===== src/rtl/sort_pkg.sv =====
// Shared types and sizing for the sort engine counting phase.
package sort_pkg;

    localparam int unsigned SORT_FUC_MAX_NUM       = 1024;
    localparam int unsigned SORT_FUC_BK_NUM        = 4;
    localparam int unsigned SORT_FUC_CNT_MEM_DEPTH = SORT_FUC_MAX_NUM / SORT_FUC_BK_NUM;
    localparam int unsigned SORT_FUC_DATA_W        = $clog2(SORT_FUC_MAX_NUM);
    localparam int unsigned SORT_FUC_CNT_W         = $clog2(SORT_FUC_MAX_NUM) + 1;
    localparam int unsigned SORT_FUC_ADDR_W        = $clog2(SORT_FUC_CNT_MEM_DEPTH);
    localparam int unsigned SORT_FUC_BK_W          = $clog2(SORT_FUC_BK_NUM);

    localparam logic [SORT_FUC_CNT_W-1:0] SORT_FUC_CNT_MAX = '1;

    typedef enum logic [1:0] {
        IDLE  = 2'd0,
        CLEAR = 2'd1,
        COUNT = 2'd2,
        DRAIN = 2'd3
    } state_e;

    // Location of one counter word in the banked memory.
    typedef struct packed {
        logic [SORT_FUC_ADDR_W-1:0] addr;
        logic [SORT_FUC_BK_W-1:0]   bankid;
    } cnt_loc_t;

    function automatic logic [SORT_FUC_CNT_W-1:0] sat_inc(input logic [SORT_FUC_CNT_W-1:0] v);
        return (v == SORT_FUC_CNT_MAX) ? v : v + 1'b1;
    endfunction

endpackage


===== src/rtl/sort_agu.sv =====
// Address generation: splits a key into counter bank/word and scatter-buffer bank/word.
module sort_agu
    import sort_pkg::*;
(
    input  logic [SORT_FUC_DATA_W-1:0] key,
    output cnt_loc_t                   cnt_loc_c,
    output logic [SORT_FUC_ADDR_W-1:0] sbu_addr_c,
    output logic [SORT_FUC_BK_W-1:0]   sbu_bankid_c
);

    // Counters interleave on key LSBs so neighbouring keys land in different banks.
    assign cnt_loc_c.bankid = key[SORT_FUC_BK_W-1:0];
    assign cnt_loc_c.addr   = key[SORT_FUC_DATA_W-1:SORT_FUC_BK_W];

    assign sbu_bankid_c = key[SORT_FUC_DATA_W-1 -: SORT_FUC_BK_W];
    assign sbu_addr_c   = key[SORT_FUC_ADDR_W-1:0];

endmodule


===== src/rtl/sort_cnt_ctrl.sv =====
// Counting-memory sequencer: clears all banks, then read-modify-write increments one counter per key.
// Define SORT_CNT_FWD_EN for S1->S0 forwarding; otherwise same-word keys stall one cycle.
module sort_cnt_ctrl
    import sort_pkg::*;
(
    input  logic                       clk_i,
    input  logic                       rst_n_i,
    input  logic                       start_i,
    input  logic                       data_vld_i,
    input  logic [SORT_FUC_DATA_W-1:0] data_i,
    input  logic                       data_last_i,
    output logic                       data_rdy_o,
    output logic                       cnt_rd_en_o,
    output logic [SORT_FUC_ADDR_W-1:0] cnt_rd_addr_o,
    output logic [SORT_FUC_BK_W-1:0]   cnt_rd_bankid_o,
    input  logic [SORT_FUC_CNT_W-1:0]  cnt_rd_data_i,
    output logic                       cnt_wr_en_o,
    output logic                       cnt_wr_all_o,
    output logic [SORT_FUC_ADDR_W-1:0] cnt_wr_addr_o,
    output logic [SORT_FUC_BK_W-1:0]   cnt_wr_bankid_o,
    output logic [SORT_FUC_CNT_W-1:0]  cnt_wr_data_o,
    output logic                       busy_o,
    output logic                       done_o
);

    state_e                     state_q, state_nxt;
    logic [SORT_FUC_ADDR_W-1:0] clr_ptr_q, clr_ptr_nxt;
    logic                       s1_vld_q, s1_vld_nxt;
    cnt_loc_t                   s1_loc_q, s1_loc_nxt;
    logic                       busy_q, busy_nxt;
    logic                       done_q, done_nxt;

    cnt_loc_t                   key_loc;
    logic                       hit_c, stall_c, rdy_c, hs_c;
    logic [SORT_FUC_CNT_W-1:0]  base_c, wr_val_c;

    sort_agu u_agu (
        .key          (data_i),
        .cnt_loc_c    (key_loc),
        .sbu_addr_c   (),
        .sbu_bankid_c ()
    );

    assign hit_c    = s1_vld_q && (key_loc == s1_loc_q);
    assign rdy_c    = (state_q == COUNT) && !stall_c;
    assign hs_c     = data_vld_i && rdy_c;
    assign wr_val_c = sat_inc(base_c);

`ifdef SORT_CNT_FWD_EN
    logic                      fwd_q;
    logic [SORT_FUC_CNT_W-1:0] fwd_val_q;

    // The memory returns the pre-write value for a same-cycle hit, so carry the S1 result forward.
    always_ff @(posedge clk_i or negedge rst_n_i) begin
        if (!rst_n_i) begin
            fwd_q     <= 1'b0;
            fwd_val_q <= '0;
        end else begin
            fwd_q     <= hs_c && hit_c;
            fwd_val_q <= wr_val_c;
        end
    end

    assign stall_c = 1'b0;
    assign base_c  = fwd_q ? fwd_val_q : cnt_rd_data_i;
`else
    assign stall_c = hit_c;
    assign base_c  = cnt_rd_data_i;
`endif

    always_ff @(posedge clk_i or negedge rst_n_i) begin
        if (!rst_n_i) begin
            state_q   <= IDLE;
            clr_ptr_q <= '0;
            s1_vld_q  <= 1'b0;
            s1_loc_q  <= '0;
            busy_q    <= 1'b0;
            done_q    <= 1'b0;
        end else begin
            state_q   <= state_nxt;
            clr_ptr_q <= clr_ptr_nxt;
            s1_vld_q  <= s1_vld_nxt;
            s1_loc_q  <= s1_loc_nxt;
            busy_q    <= busy_nxt;
            done_q    <= done_nxt;
        end
    end

    always_comb begin
        state_nxt   = state_q;
        clr_ptr_nxt = '0;
        s1_vld_nxt  = hs_c;
        s1_loc_nxt  = hs_c ? key_loc : s1_loc_q;
        done_nxt    = 1'b0;
        busy_nxt    = 1'b0;

        unique case (state_q)
            IDLE: begin
                if (start_i) begin
                    state_nxt = CLEAR;
                end
            end
            CLEAR: begin
                if (clr_ptr_q == SORT_FUC_ADDR_W'(SORT_FUC_CNT_MEM_DEPTH - 1)) begin
                    state_nxt = COUNT;
                end else begin
                    clr_ptr_nxt = clr_ptr_q + 1'b1;
                end
            end
            COUNT: begin
                if (hs_c && data_last_i) begin
                    state_nxt = DRAIN;
                end
            end
            DRAIN: begin
                // No keys enter here, so S1 retires this cycle.
                state_nxt = IDLE;
                done_nxt  = 1'b1;
            end
            default: state_nxt = IDLE;
        endcase

        busy_nxt = (state_nxt != IDLE);
    end

    assign data_rdy_o      = rdy_c;
    assign cnt_rd_en_o     = hs_c;
    assign cnt_rd_addr_o   = hs_c ? key_loc.addr : '0;
    assign cnt_rd_bankid_o = hs_c ? key_loc.bankid : '0;

    assign cnt_wr_en_o     = (state_q == CLEAR) || s1_vld_q;
    assign cnt_wr_all_o    = (state_q == CLEAR);
    assign cnt_wr_addr_o   = (state_q == CLEAR) ? clr_ptr_q : (s1_vld_q ? s1_loc_q.addr : '0);
    assign cnt_wr_bankid_o = s1_vld_q ? s1_loc_q.bankid : '0;
    assign cnt_wr_data_o   = s1_vld_q ? wr_val_c : '0;

    assign busy_o = busy_q;
    assign done_o = done_q;

endmodule


===== config.mk =====
export PLATFORM = sky130hd
export DESIGN_NAME = sort_cnt_ctrl
export DESIGN_NICKNAME = d
export VERILOG_FILES = /design/src/rtl/sort_pkg.sv /design/src/rtl/sort_agu.sv /design/src/rtl/sort_cnt_ctrl.sv
export SDC_FILE = /design/constraint.sdc
export NUM_CORES = 1
export LEC_CHECK = 0
export BUFFER_PORTS_ARGS = -buffer_cell sky130_fd_sc_hd__buf_4
export CELL_PAD_IN_SITES_DETAIL_PLACEMENT = 0
export CELL_PAD_IN_SITES_GLOBAL_PLACEMENT = 1
export CORE_AREA = 2 2 54 106
export CTS_CLUSTER_SIZE = 10
export DETAILED_ROUTE_END_ITERATION = 8
export DIE_AREA = 0 0 56 108
export PLACE_DENSITY_LB_ADDON = 0.3
export SYNTH_ARGS = -nofsm -noshare
export SYNTH_HDL_FRONTEND = slang
export SYNTH_SLANG_ARGS = --single-unit

===== constraint.sdc =====
create_clock -name clk_i -period 1.7 [get_ports clk_i]
set_input_delay 0.085 -clock clk_i [delete_from_list [all_inputs] [get_ports clk_i]]
set_output_delay 0.085 -clock clk_i [all_outputs]
set_load 0.02 [all_outputs]

# Yosys cells after proc, flatten, opt, wreduce, memory -nomap -nowiden
# Index checks and enable logic that the tools add are counted.
[word_totals]
reg_bits = 23
input_bits = 26
elab_cells = 37
[classes]
add_sub_neg = 2
eq_ne = 6
muxes = 14
n_reduce_logical = 8
[ops]
columns = ["cell", "n"]
rows = [
  ["$mux W8", 5],
  ["$mux W11", 2],
  ["$add A11 B1 Y11 const B", 1],
  ["$eq A11 B11 Y1 const B", 1],
  ["$eq A10 B10 Y1", 1],
  ["$mux W2", 5],
  ["$add A8 B1 Y8 const B", 1],
  ["$eq A8 B8 Y1 const B", 1],
  ["$pmux W2 S4", 1],
  ["$eq A2 B2 Y1 const B", 2],
  ["$logic_and A1 B1 Y1", 4],
  ["$eq A2 B1 Y1 const B", 1],
  ["$logic_not A2 Y1", 1],
  ["$reduce_bool A2 Y1", 1],
  ["$logic_not A1 Y1", 1],
  ["$logic_or A1 B1 Y1", 1],
  ["$mux W1", 1],
]

# Depth between registers and ports, before layout
# Gate-level depths: netlist (run 1).
[depth]
ltp_word = 9
ltp_mapped = 6
ltp_nobuf = 5

# Cells and area by module
# From an unflattened synthesis (run 1), not the netlist that was laid out.
[hier_totals]
hier_cells = 190
hier_area_um2 = 1700.4
[modules_own_cells]
columns = ["module", "instances", "cells_per_inst", "area_per_inst_um2", "seq_area_each_um2"]
rows = [
  ["sort_cnt_ctrl", 1, 170, 1550.2, 575.6],
  ["sort_agu", 1, 20, 150.1, 0.0],
]

# Worst setup path before layout (run 1)
# No wires, ideal clock.
[synth_timing]
path_kind = "reg2out"
start = "reg s1_loc_q[1] (netlist name)"
end = "out cnt_rd_addr_o[0]"
arrival_ns = 1.526
required_ns = 1.615
path_slack_ns = 0.089
stages_incl_launch_ff = 7
path_buffers = 1
cell_sequence = "dfrtp_1 > xnor2_1 > nand4_1 > o31ai_4 > inv_4 > buf_6 > and2_1"
[synth_via]
elab_chain_len = 6
[synth_lines]
columns = ["element", "line_no", "rtl"]
rows = [
  ["start, declared", "sort_cnt_ctrl.sv:29", "cnt_loc_t s1_loc_q, s1_loc_nxt;"],
  ["start signal, assigned", "sort_cnt_ctrl.sv:83", "s1_loc_q <= s1_loc_nxt;"],
  ["$eq A10 B10 Y1", "sort_cnt_ctrl.sv:44", "assign hit_c = s1_vld_q && (key_loc == s1_loc_q);"],
  ["$logic_and A1 B1 Y1", "sort_cnt_ctrl.sv:44", ""],
  ["$logic_not A1 Y1", "sort_cnt_ctrl.sv:45", "assign rdy_c = (state_q == COUNT) && !stall_c;"],
  ["$logic_and A1 B1 Y1", "sort_cnt_ctrl.sv:45", ""],
  ["$logic_and A1 B1 Y1", "sort_cnt_ctrl.sv:46", "assign hs_c = data_vld_i && rdy_c;"],
  ["named net cnt_rd_en_o", "sort_cnt_ctrl.sv:13", "output logic cnt_rd_en_o,"],
  ["$mux W8", "sort_cnt_ctrl.sv:128", "assign cnt_rd_addr_o = hs_c ? key_loc.addr : '0;"],
  ["end, declared", "sort_cnt_ctrl.sv:14", "output logic [SORT_FUC_ADDR_W-1:0] cnt_rd_addr_o,"],
]
# The timed path passes the listed nets, and every way through them passes these cells.

# Worst setup path in the final report (run 1)
[layout_timing]
start = "reg s1_loc_q[3] (netlist name)"
end = "out cnt_rd_addr_o[6]"
[layout_via]
elab_chain_len = 6
[layout_lines]
columns = ["element", "line_no"]
rows = [
  ["$eq A10 B10 Y1", "sort_cnt_ctrl.sv:44"],
  ["$logic_and A1 B1 Y1", "sort_cnt_ctrl.sv:44"],
  ["$logic_not A1 Y1", "sort_cnt_ctrl.sv:45"],
  ["$logic_and A1 B1 Y1", "sort_cnt_ctrl.sv:45"],
  ["$logic_and A1 B1 Y1", "sort_cnt_ctrl.sv:46"],
  ["$mux W8", "sort_cnt_ctrl.sv:128"],
]
# Every way passes these cells.

==> impl_metrics.yaml, run 1 <==
status:
  status: "complete, but fails checks"
  violations: "negative setup slack"
synth:
  synth_nets: 198
  synthFlopType: "dfrtp_1"
  synth.area.top_cells: "dfrtp_1 37%, xnor2_1 7.3%, mux2_2 6.5%"
  async_flop_share_pct: 100.0
  ys_warn_count: 0
  ys_types: 32
  yosysSeqAreaShare_pct: 37.13
  ys_ff_latch: 23
  synthCells: 170
  synth_edf_count: 0
  syn_area_per_cell_um2: 9.119
  synth_area_mm2: 0.001550
  yosys.area.top_type: "dfrtp_1"
  synth_top_area_share_pct: 37.13
sta:
  hold_ws_ns: 0.03592
  layout_worst_path_cycle_share_pct: 107.9
  fmaxAchievable_mhz: 545.4
  skew_ns: 0.01003
  layout_min_cycle_time_ns: 1.833
  setup_slack_ns: -0.1335
  slew_viol_final: 0
  final-hold-violation-count: 0
  rsz0062_at_grt: "true"
  slew_headroom_pct: 77.65
  tightest_slew_ns: 0.3350
  setup-tns-final_ns: -1.551
  setup_viol: 18
global_routing:
  grt_pass1_wl_um: 7210
  antenna_found_initial: 0
  grt_pass1_vias: 1578
  grt.overflow.total: 0
  grtUsageTotal_pct: 14.92
  grt_max_degree: 24
cts:
  clockRootBuffer: "clkbuf_8"
  numClockSinks: 23
  cts_tree: "yes"
  clk_pin_slew_ns: 0.09
  ctsHtreeMaxLevel: 1
  cts_buffer_depth: 2
  cts_buffers: 3
  clock_latency_ns: 0.27
drt:
  via_per_inst: 4.771
  firstDrtPassIters: 4
  postRouteWirelength_um: 4431
  drt_iter0_markers: 27
  vias: 1479
  routedWlPerCell_um: 14.29
  antenna_left: 0
  drc: 0
critical_path:
  crit_chain: "xnor2_1 > nand4_1 > o31ai_4 > inv_4 > and2_1 > buf_4"
  cp.required_ns: 1.62
  crit_type: "reg -> out"
  slowest_stage: "dfrtp_1"
  cp-end-kind: "output pin"
  worstPathMaxFanout: 12
  ff2ff_path_depth: 6
  critPathBufInv: 2
  rr_startpoint: "s1_loc_q[3]"
  critPathArrivalTime_ns: 1.75
  cp_top_family: "flip-flops"
  max_stage_delay_ns: 0.42
  worstReg2RegEnd: "s1_loc_q[4]"
  crit_start: "s1_loc_q[3]"
  startpoint_type: "flop"
  worst-r2r-setup-slack_ns: -0.05
layout:
  nets: 281
  final_common_cell: "buf_4"
  drive_gt1_share_pct: 42.46
  final_cell_mix: "75 x buf_4, 23 x dfrtp_1, 20 x nand2_1"
  finalInstanceArea_mm2: 0.002331
  area_growth_pct: 50.36
  fillers: 532
  antenna_cells: 0
  fin_util_pct: 44.96
pwr:
  power_leakage_nw: 1.206
  vdd_drop_max_mv: 0.7794
  power_density_mw_per_mm2: 704.2
worst_hold_path:
  hp-start: "start_i"
  hold_depth: 3
  worstHoldPathType: "in -> reg"
  hold_end: "busy_o"
place:
  placed_cell_area_mm2: 0.002177
  portBuffers: 62
  dp_hpwl_um: 3620
  place_congestion: 0.7439
floorplanning:
  die-area_mm2: 0.006048
  chipHeight_um: 108
  rows: 37
  die_width_um: 56
  core_mm2: 0.005185
  io_pins: 63
  initial_utilization_pct: 29.90
run:
  cap_violations: 0
==> state kept, by name, indices dropped and copies added, names as in the netlist <==
signal	count
state_q	2
s1_loc_q	10
clr_ptr_q	8
done_o	1
busy_o	1
s1_vld_q	1
==> layout make-up <==
cell class              instances  area (um2)  share of cell area, %
clock buffers                   3       41.29                  1.771
clock inverters                 1       7.507                 0.3221
inverters                       5       21.27                 0.9125
multi-input cells             136       949.7                  40.74
flip-flops and latches         23       575.6                  24.69
well taps                      58       72.57                  3.113
repair buffers                 84       663.1                  28.45
==> power by group <==
group	internal, mW	leakage (nW)	total [mW]	switching, mW
combinational	0.271	0.888	0.572	0.301
sequential	0.626	0.296	0.724	0.0974
clock	0.166	0.0217	0.346	0.180
total	1.06	1.21	1.64	0.579
==> timing repair <==
item / in CTS / in global routing
gates cloned: 0 / 0
hold buffers: 1 / 0
buffers inserted: 5 / 0
pin swaps: 2 / 2
endpoints found under the setup margin: 18 / 19
gates resized for setup: 13 / 2
endpoints found under the hold margin: 23 / 0
==> metal layers <==
| metal | part of all wire (%) | vias up | track usage (%) |
|---|---|---|---|
| met3 | 4.3 | 4 | 1.555 |
| met1 | 35 | 693 | 14.75 |
| met5 | 0 | - | 0 |
| met4 | 1.2 | 0 | 4.422 |
| met2 | 59 | 42 | 31.09 |
| li1 | - | 740 | - |
==> worst max-delay path by stage <==
stage / endpoint / slack (ns) / cells after the start
floorplan: cnt_rd_addr_o[0] / 0.09 / 6
global route: cnt_rd_addr_o[4] / -0.25 / 6
global placement: s1_loc_q[6] / -0.02 / 5
finish: cnt_rd_addr_o[6] / -0.13 / 6
CTS: cnt_rd_addr_o[6] / -0.17 / 6
detailed placement: s1_loc_q[4] / -0.05 / 5
==> Yosys cell counts (2+ instances only) <==
master / n
o21ai_0: 4
mux2i_1: 2
and2_4: 5
nand2b_1: 3
xnor2_1: 13
nand3_1: 11
nor2b_1: 2
inv_1: 4
a31oi_1: 4
nand2_1: 20
clkbuf_1: 4
dfrtp_1: 23
and2_1: 15
a21boi_0: 3
nor2_1: 11
and3_1: 8
nor3_1: 2
ha_1: 2
nand4_1: 7
xor2_1: 7
mux2_2: 9
==> kinds of logic after synthesis <==
| kind of cell | Yosys count | synth area share, % |
|---|---|---|
| xor+xnor | 20 | 11.30 |
| compound gates | 14 | 6.780 |
| fa+ha+maj | 2 | 1.614 |
| buf+inv | 11 | 3.389 |
| simple gates | 88 | 30.99 |
| flops | 23 | 37.13 |
| mux | 12 | 8.797 |
==> through the flow <==
stage          cells  total power, mW  worst slack (ns)
3_5_place_dp     300            1.309          -0.05283
4_1_cts          310            1.662           -0.1659
5_1_grt          310            1.749           -0.2543
3_3_place_gp     300            1.309          -0.02002
2_1_floorplan    170            1.040           0.08942
6_report         310            1.641           -0.1335
==> worst register-to-register path, cell delays in order, from the launching register on <==
cell and delay, ns:
dfrtp_1 0.42, xnor2_1 0.15, nand4_1 0.17, o31ai_4 0.31
buf_4 0.18, buf_6 0.12, mux2_4 0.30
(Power assumes the default switching activity.)
==> run 2, diff against run 1 <==
--- a/config.mk
+++ b/config.mk
@@ -8,10 +8,10 @@
 export BUFFER_PORTS_ARGS = -buffer_cell sky130_fd_sc_hd__buf_4
 export CELL_PAD_IN_SITES_DETAIL_PLACEMENT = 0
 export CELL_PAD_IN_SITES_GLOBAL_PLACEMENT = 1
-export CORE_AREA = 2 2 54 106
+export CORE_AREA = 2 2 104 56
 export CTS_CLUSTER_SIZE = 10
 export DETAILED_ROUTE_END_ITERATION = 8
-export DIE_AREA = 0 0 56 108
+export DIE_AREA = 0 0 106 58
 export PLACE_DENSITY_LB_ADDON = 0.3
 export SYNTH_ARGS = -nofsm -noshare
 export SYNTH_HDL_FRONTEND = slang
==> run 2 against run 1 <==
The flow still finishes with violations (negative setup slack). Clock power fell by 2%. Clock skew fell by 0.0079 ns. Sequential share of layout area fell by 0.91 points. Register-to-register slack got worse by 0.03 ns. Critical path depth rose by 1. Final cell count rose by 6.8%.
==> impl_metrics.yaml, run 2 (synthesis gave the netlist of run 1 again) <==
cts:
  clk_pin_slew_ns: 0.08
  cts_tree: "yes"
  cts_buffers: 3
  ctsHtreeMaxLevel: 1
  clock_latency_ns: 0.26
  numClockSinks: 23
  cts_buffer_depth: 2
  clockRootBuffer: "clkbuf_8"
sta:
  hold_ws_ns: 0.05029
  tightest_slew_ns: 0.3158
  setup_viol: 17
  slew_headroom_pct: 78.92
  slew_viol_final: 0
  layout_worst_path_cycle_share_pct: 111.8
  skew_ns: 0.002136
  setup_slack_ns: -0.2006
  fmaxAchievable_mhz: 526.2
  rsz0062_at_grt: "true"
  layout_min_cycle_time_ns: 1.901
  final-hold-violation-count: 0
  setup-tns-final_ns: -2.431
layout:
  final_cell_mix: "80 x buf_4, 23 x dfrtp_1, 20 x nand2_1"
  antenna_cells: 0
  finalInstanceArea_mm2: 0.002420
  area_growth_pct: 56.09
  biggestRegsByFlops: "s1_loc_q: 10 flops, clr_ptr_q: 8 flops, state_q: 2 flops"
  largest_reg_flops: 10
  fin_util_pct: 46.06
  regMostFlops: "s1_loc_q"
  nets: 287
  final_common_cell: "buf_4"
  final_cells: 331
  drive_gt1_share_pct: 45.35
floorplanning:
  core_mm2: 0.005254
  die-area_mm2: 0.006148
  die_width_um: 106
  rows: 19
  chipHeight_um: 58
  initial_utilization_pct: 29.51
  io_pins: 63
global_routing:
  grt_pass1_wl_um: 7659
  grt_max_degree: 24
  grtUsageTotal_pct: 16.27
  grt.overflow.total: 0
  antenna_found_initial: 0
  grt_pass1_vias: 1542
critical_path:
  critPathArrivalTime_ns: 1.82
  worst-r2r-setup-slack_ns: -0.08
  startpoint_type: "flop"
  cp_common_cell: "buf_4"
  worstPathMaxFanout: 2
  slowest_stage: "dfrtp_1"
  cp_top_family: "simple AND/OR/NAND/NOR gates"
  cp.required_ns: 1.62
  cp-end-kind: "output pin"
  crit_chain: "xnor2_2 > nand4_1 > buf_4 > buf_4 > nor3_1 > nor2_1 > buf_4"
  critPathBufInv: 3
  crit_type: "reg -> out"
  max_stage_delay_ns: 0.41
place:
  place_ws_ns: -0.07602
  placed_cell_area_mm2: 0.002226
  portBuffers: 62
  place_congestion: 0.8054
  dp_hpwl_um: 3694
  dp_cells: 319
drt:
  routedWlPerCell_um: 13.80
  vias: 1512
  drc: 0
  drt_iter0_markers: 58
  antenna_left: 0
  firstDrtPassIters: 4
  via_per_inst: 4.568
  postRouteWirelength_um: 4568
status:
  violations: "negative setup slack"
  status: "complete, but fails checks"
pwr:
  power_density_mw_per_mm2: 693.2
  vdd_drop_max_mv: 0.3667
  power_leakage_nw: 1.250
  p_total_mw: 1.677
run:
  cap_violations: 0
worst_hold_path:
  worstHoldPathType: "in -> reg"
## run 2: cell count changes in the layout (fill, tap and decap cells not counted), sizes merged
| cell | before | now |
|---|---|---|
| buf | 83 | 89 |
| clkbuf | 3 | 4 |
| clkinvlp | 1 | 0 |
## run 2: repair_timing
item | CTS | global route
endpoints found under the hold margin | 23 | 0
endpoints found under the setup margin | 18 | 18
cloned | 0 | 0
hold buffers | 1 | 0
pin swaps | 5 | 1
setup buffers | 6 | 1
resized for setup | 20 | 1
## run 2: final cells by class
type	instances	area, um2
Sequential cell	23	575.6
Timing Repair Buffer	90	711.9
Tap cell	73	91.34
Fill cell	511	2834
Clock buffer	4	45.04
Inverter	5	21.27
Multi-Input combinational cell	136	974.7
## run 2: worst paths after layout
check,from,endpoint,cells after the start
setup / recovery,s1_loc_q[9],data_rdy_o,7
hold / removal,start_i,busy_o,3
setup reg to reg,s1_loc_q[8],s1_loc_q[5],6
hold reg to reg,clr_ptr_q[0],clr_ptr_q[0],2
max in group asynchronous,rst_n_i,s1_loc_q[6],2
min in group asynchronous,rst_n_i,clr_ptr_q[2],2
## run 2: report_power, final
group	internal, mW	leakage [nW]	total [mW]	switching [mW]
Sequential	0.626	0.296	0.715	0.0886
Combinational	0.296	0.931	0.623	0.327
Clock	0.167	0.0228	0.339	0.172
## run 2: worst reg2reg max path: cells and delay by family, from the launching register on
| family | cells | cell delay, ns |
|---|---|---|
| AOI/OAI and AO/OA | 1 | 0.29 |
| DFF | 1 | 0.40 |
| and+or+nand+nor | 1 | 0.23 |
| buffers and inverters | 2 | 0.29 |
| xor gates and xnor gates | 1 | 0.16 |
| muxes | 1 | 0.30 |
## run 2: metal layers
layer  up-vias  GRT usage [%]  share of wire, %
li1        756              -                 -
met1       719          24.37                54
met2        35          24.33                41
met3         2          3.712               4.4
met4         0          2.820              0.37
met5         -              0                 0
==> run 3, diff against run 2 <==
--- a/config.mk
+++ b/config.mk
@@ -13,6 +13,7 @@
 export DETAILED_ROUTE_END_ITERATION = 8
 export DIE_AREA = 0 0 106 58
 export PLACE_DENSITY_LB_ADDON = 0.3
+export REMOVE_ABC_BUFFERS = 1
 export SYNTH_ARGS = -nofsm -noshare
 export SYNTH_HDL_FRONTEND = slang
 export SYNTH_SLANG_ARGS = --single-unit
==> run 3 against run 2 <==
The run still ends with negative setup slack left. Utilization is 0.95 points lower. First-iteration DRC count stayed put. Worst setup slack better by 0.012 ns. Clock power is 2% higher. Global-route usage is 1.1 points lower. Wire length is 1.2% lower. Sequential power is 2% higher. Sequential share of layout area is 0.50 points higher. Cell area is 2.1% lower. Worst hold slack worse by 0.0017 ns. Combinational power is 7.7% lower. Final cell count is 1.5% lower. Critical path type unchanged.
==> impl_metrics.yaml, run 3 (synthesis gave the netlist of run 1 again) <==
status:
  status: "complete, but fails checks"
  violations: "negative setup slack"
drt:
  firstDrtPassIters: 4
  drt_iter0_markers: 58
  postRouteWirelength_um: 4515
  antenna_left: 0
  routedWlPerCell_um: 13.85
  drc: 0
  vias: 1495
  via_per_inst: 4.586
global_routing:
  grt_pass1_wl_um: 7279
  antenna_found_initial: 0
  grt_pass1_vias: 1467
  grt.overflow.total: 0
  grtUsageTotal_pct: 15.14
  grt_max_degree: 24
floorplanning:
  initial_utilization_pct: 29.51
  chipHeight_um: 58
  core_mm2: 0.005254
  io_pins: 63
  die-area_mm2: 0.006148
  rows: 19
  die_width_um: 106
sta:
  rsz0062_at_grt: "true"
  setup-tns-final_ns: -2.341
  slew_headroom_pct: 78.07
  layout_min_cycle_time_ns: 1.889
  setup_slack_ns: -0.1890
  setup_viol: 17
  fmaxAchievable_mhz: 529.4
  skew_ns: 0.001348
  slew_viol_final: 0
  tightest_slew_ns: 0.3285
  layout_worst_path_cycle_share_pct: 111.1
  final-hold-violation-count: 0
cts:
  ctsHtreeMaxLevel: 1
  numClockSinks: 23
  cts_buffer_depth: 2
  clock_latency_ns: 0.27
  clockRootBuffer: "clkbuf_8"
  cts_tree: "yes"
  clk_pin_slew_ns: 0.08
  cts_buffers: 3
layout:
  area_growth_pct: 52.87
  nets: 282
  final_cell_mix: "76 x buf_4, 23 x dfrtp_1, 20 x nand2_1"
  largest_reg_flops: 10
  drive_gt1_share_pct: 43.08
  fin_util_pct: 45.11
  finalInstanceArea_mm2: 0.002370
  final_common_cell: "buf_4"
  biggestRegsByFlops: "s1_loc_q: 10 flops, clr_ptr_q: 8 flops, state_q: 2 flops"
  regMostFlops: "s1_loc_q"
  antenna_cells: 0
critical_path:
  crit_type: "reg -> out"
  worstPathMaxFanout: 13
  cp-end-kind: "output pin"
  critPathArrivalTime_ns: 1.80
  startpoint_type: "flop"
  cp.required_ns: 1.62
place:
  place_congestion: 0.7635
  placed_cell_area_mm2: 0.002196
  dp_hpwl_um: 3479
  place_ws_ns: -0.06754
  portBuffers: 62
worst_hold_path:
  worstHoldPathType: "in -> reg"
pwr:
  power_leakage_nw: 1.218
  power_density_mw_per_mm2: 696.3
  vdd_drop_max_mv: 0.4537
run:
  cap_violations: 0
==> run 3: cell types whose count changed in the layout (fill, tap and decap cells not counted) <==
cell / before / now
buf_4: 80 / 76
nand4_4: 0 / 1
and2_1: 13 / 14
buf_6: 9 / 8
and2_4: 8 / 7
xnor2_1: 10 / 12
nand4_2: 1 / 0
xnor2_2: 3 / 1
==> run 3: stage by stage <==
step,hold slack (ns),power [mW],std cells
after global placement,-0.0002249,1.306,315
after global routing,0.07372,1.760,326
final,0.04858,1.650,326
after CTS,0.04646,1.659,324
after detailed placement,0.004182,1.307,315
after floorplan,-0.2106,1.040,164
==> run 3: repair_timing <==
action,in CTS,in global routing
buffers inserted,4,3
pin swaps,3,1
setup endpoints to repair,18,19
endpoints found under the hold margin,23,0
hold buffers,1,0
resized for setup,15,3
==> run 3: routing by layer <==
metal	track usage (%)	vias to the layer above	share of wire, %
li1	-	746	-
met1	22.88	713	53
met2	21.75	32	42
met3	4.274	4	4.9
met4	2.444	0	0.47
met5	0	-	0
==> run 3: final timing paths <==
kind	end	slack (ns)	cells after the start	from
setup reg to reg	s1_loc_q[6]	-0.07	6	s1_loc_q[1]
setup / recovery	cnt_rd_addr_o[0]	-0.19	6	s1_loc_q[1]
min in group asynchronous	busy_o	0.25	2	rst_n_i
hold reg to reg	clr_ptr_q[0]	0.57	2	clr_ptr_q[0]
max in group asynchronous	clr_ptr_q[1]	1.22	2	rst_n_i
hold / removal	busy_o	0.05	3	start_i
==> run 3: where the power goes <==
part	internal (mW)	switching [mW]	total, mW	leakage (nW)
combinational	0.272	0.303	0.575	0.899
clock	0.168	0.177	0.345	0.0228
sequential	0.626	0.104	0.731	0.296
==> run 3: final cells by class <==
type | count | area [um2]
Clock buffer | 4 | 45.04
Fill cell | 535 | 2884
Inverter | 5 | 21.27
Multi-Input combinational cell | 136 | 965.9
Sequential cell | 23 | 575.6
Tap cell | 73 | 91.34
Timing Repair Buffer | 85 | 670.6
==> run 3: worst max-delay path, cell delays in order (launching register included) <==
cell and delay (ns):
dfrtp_1 0.39, xnor2_1 0.19, nand4_1 0.21, o31ai_4 0.28, inv_4 0.14, and2_1 0.18, buf_4 0.15
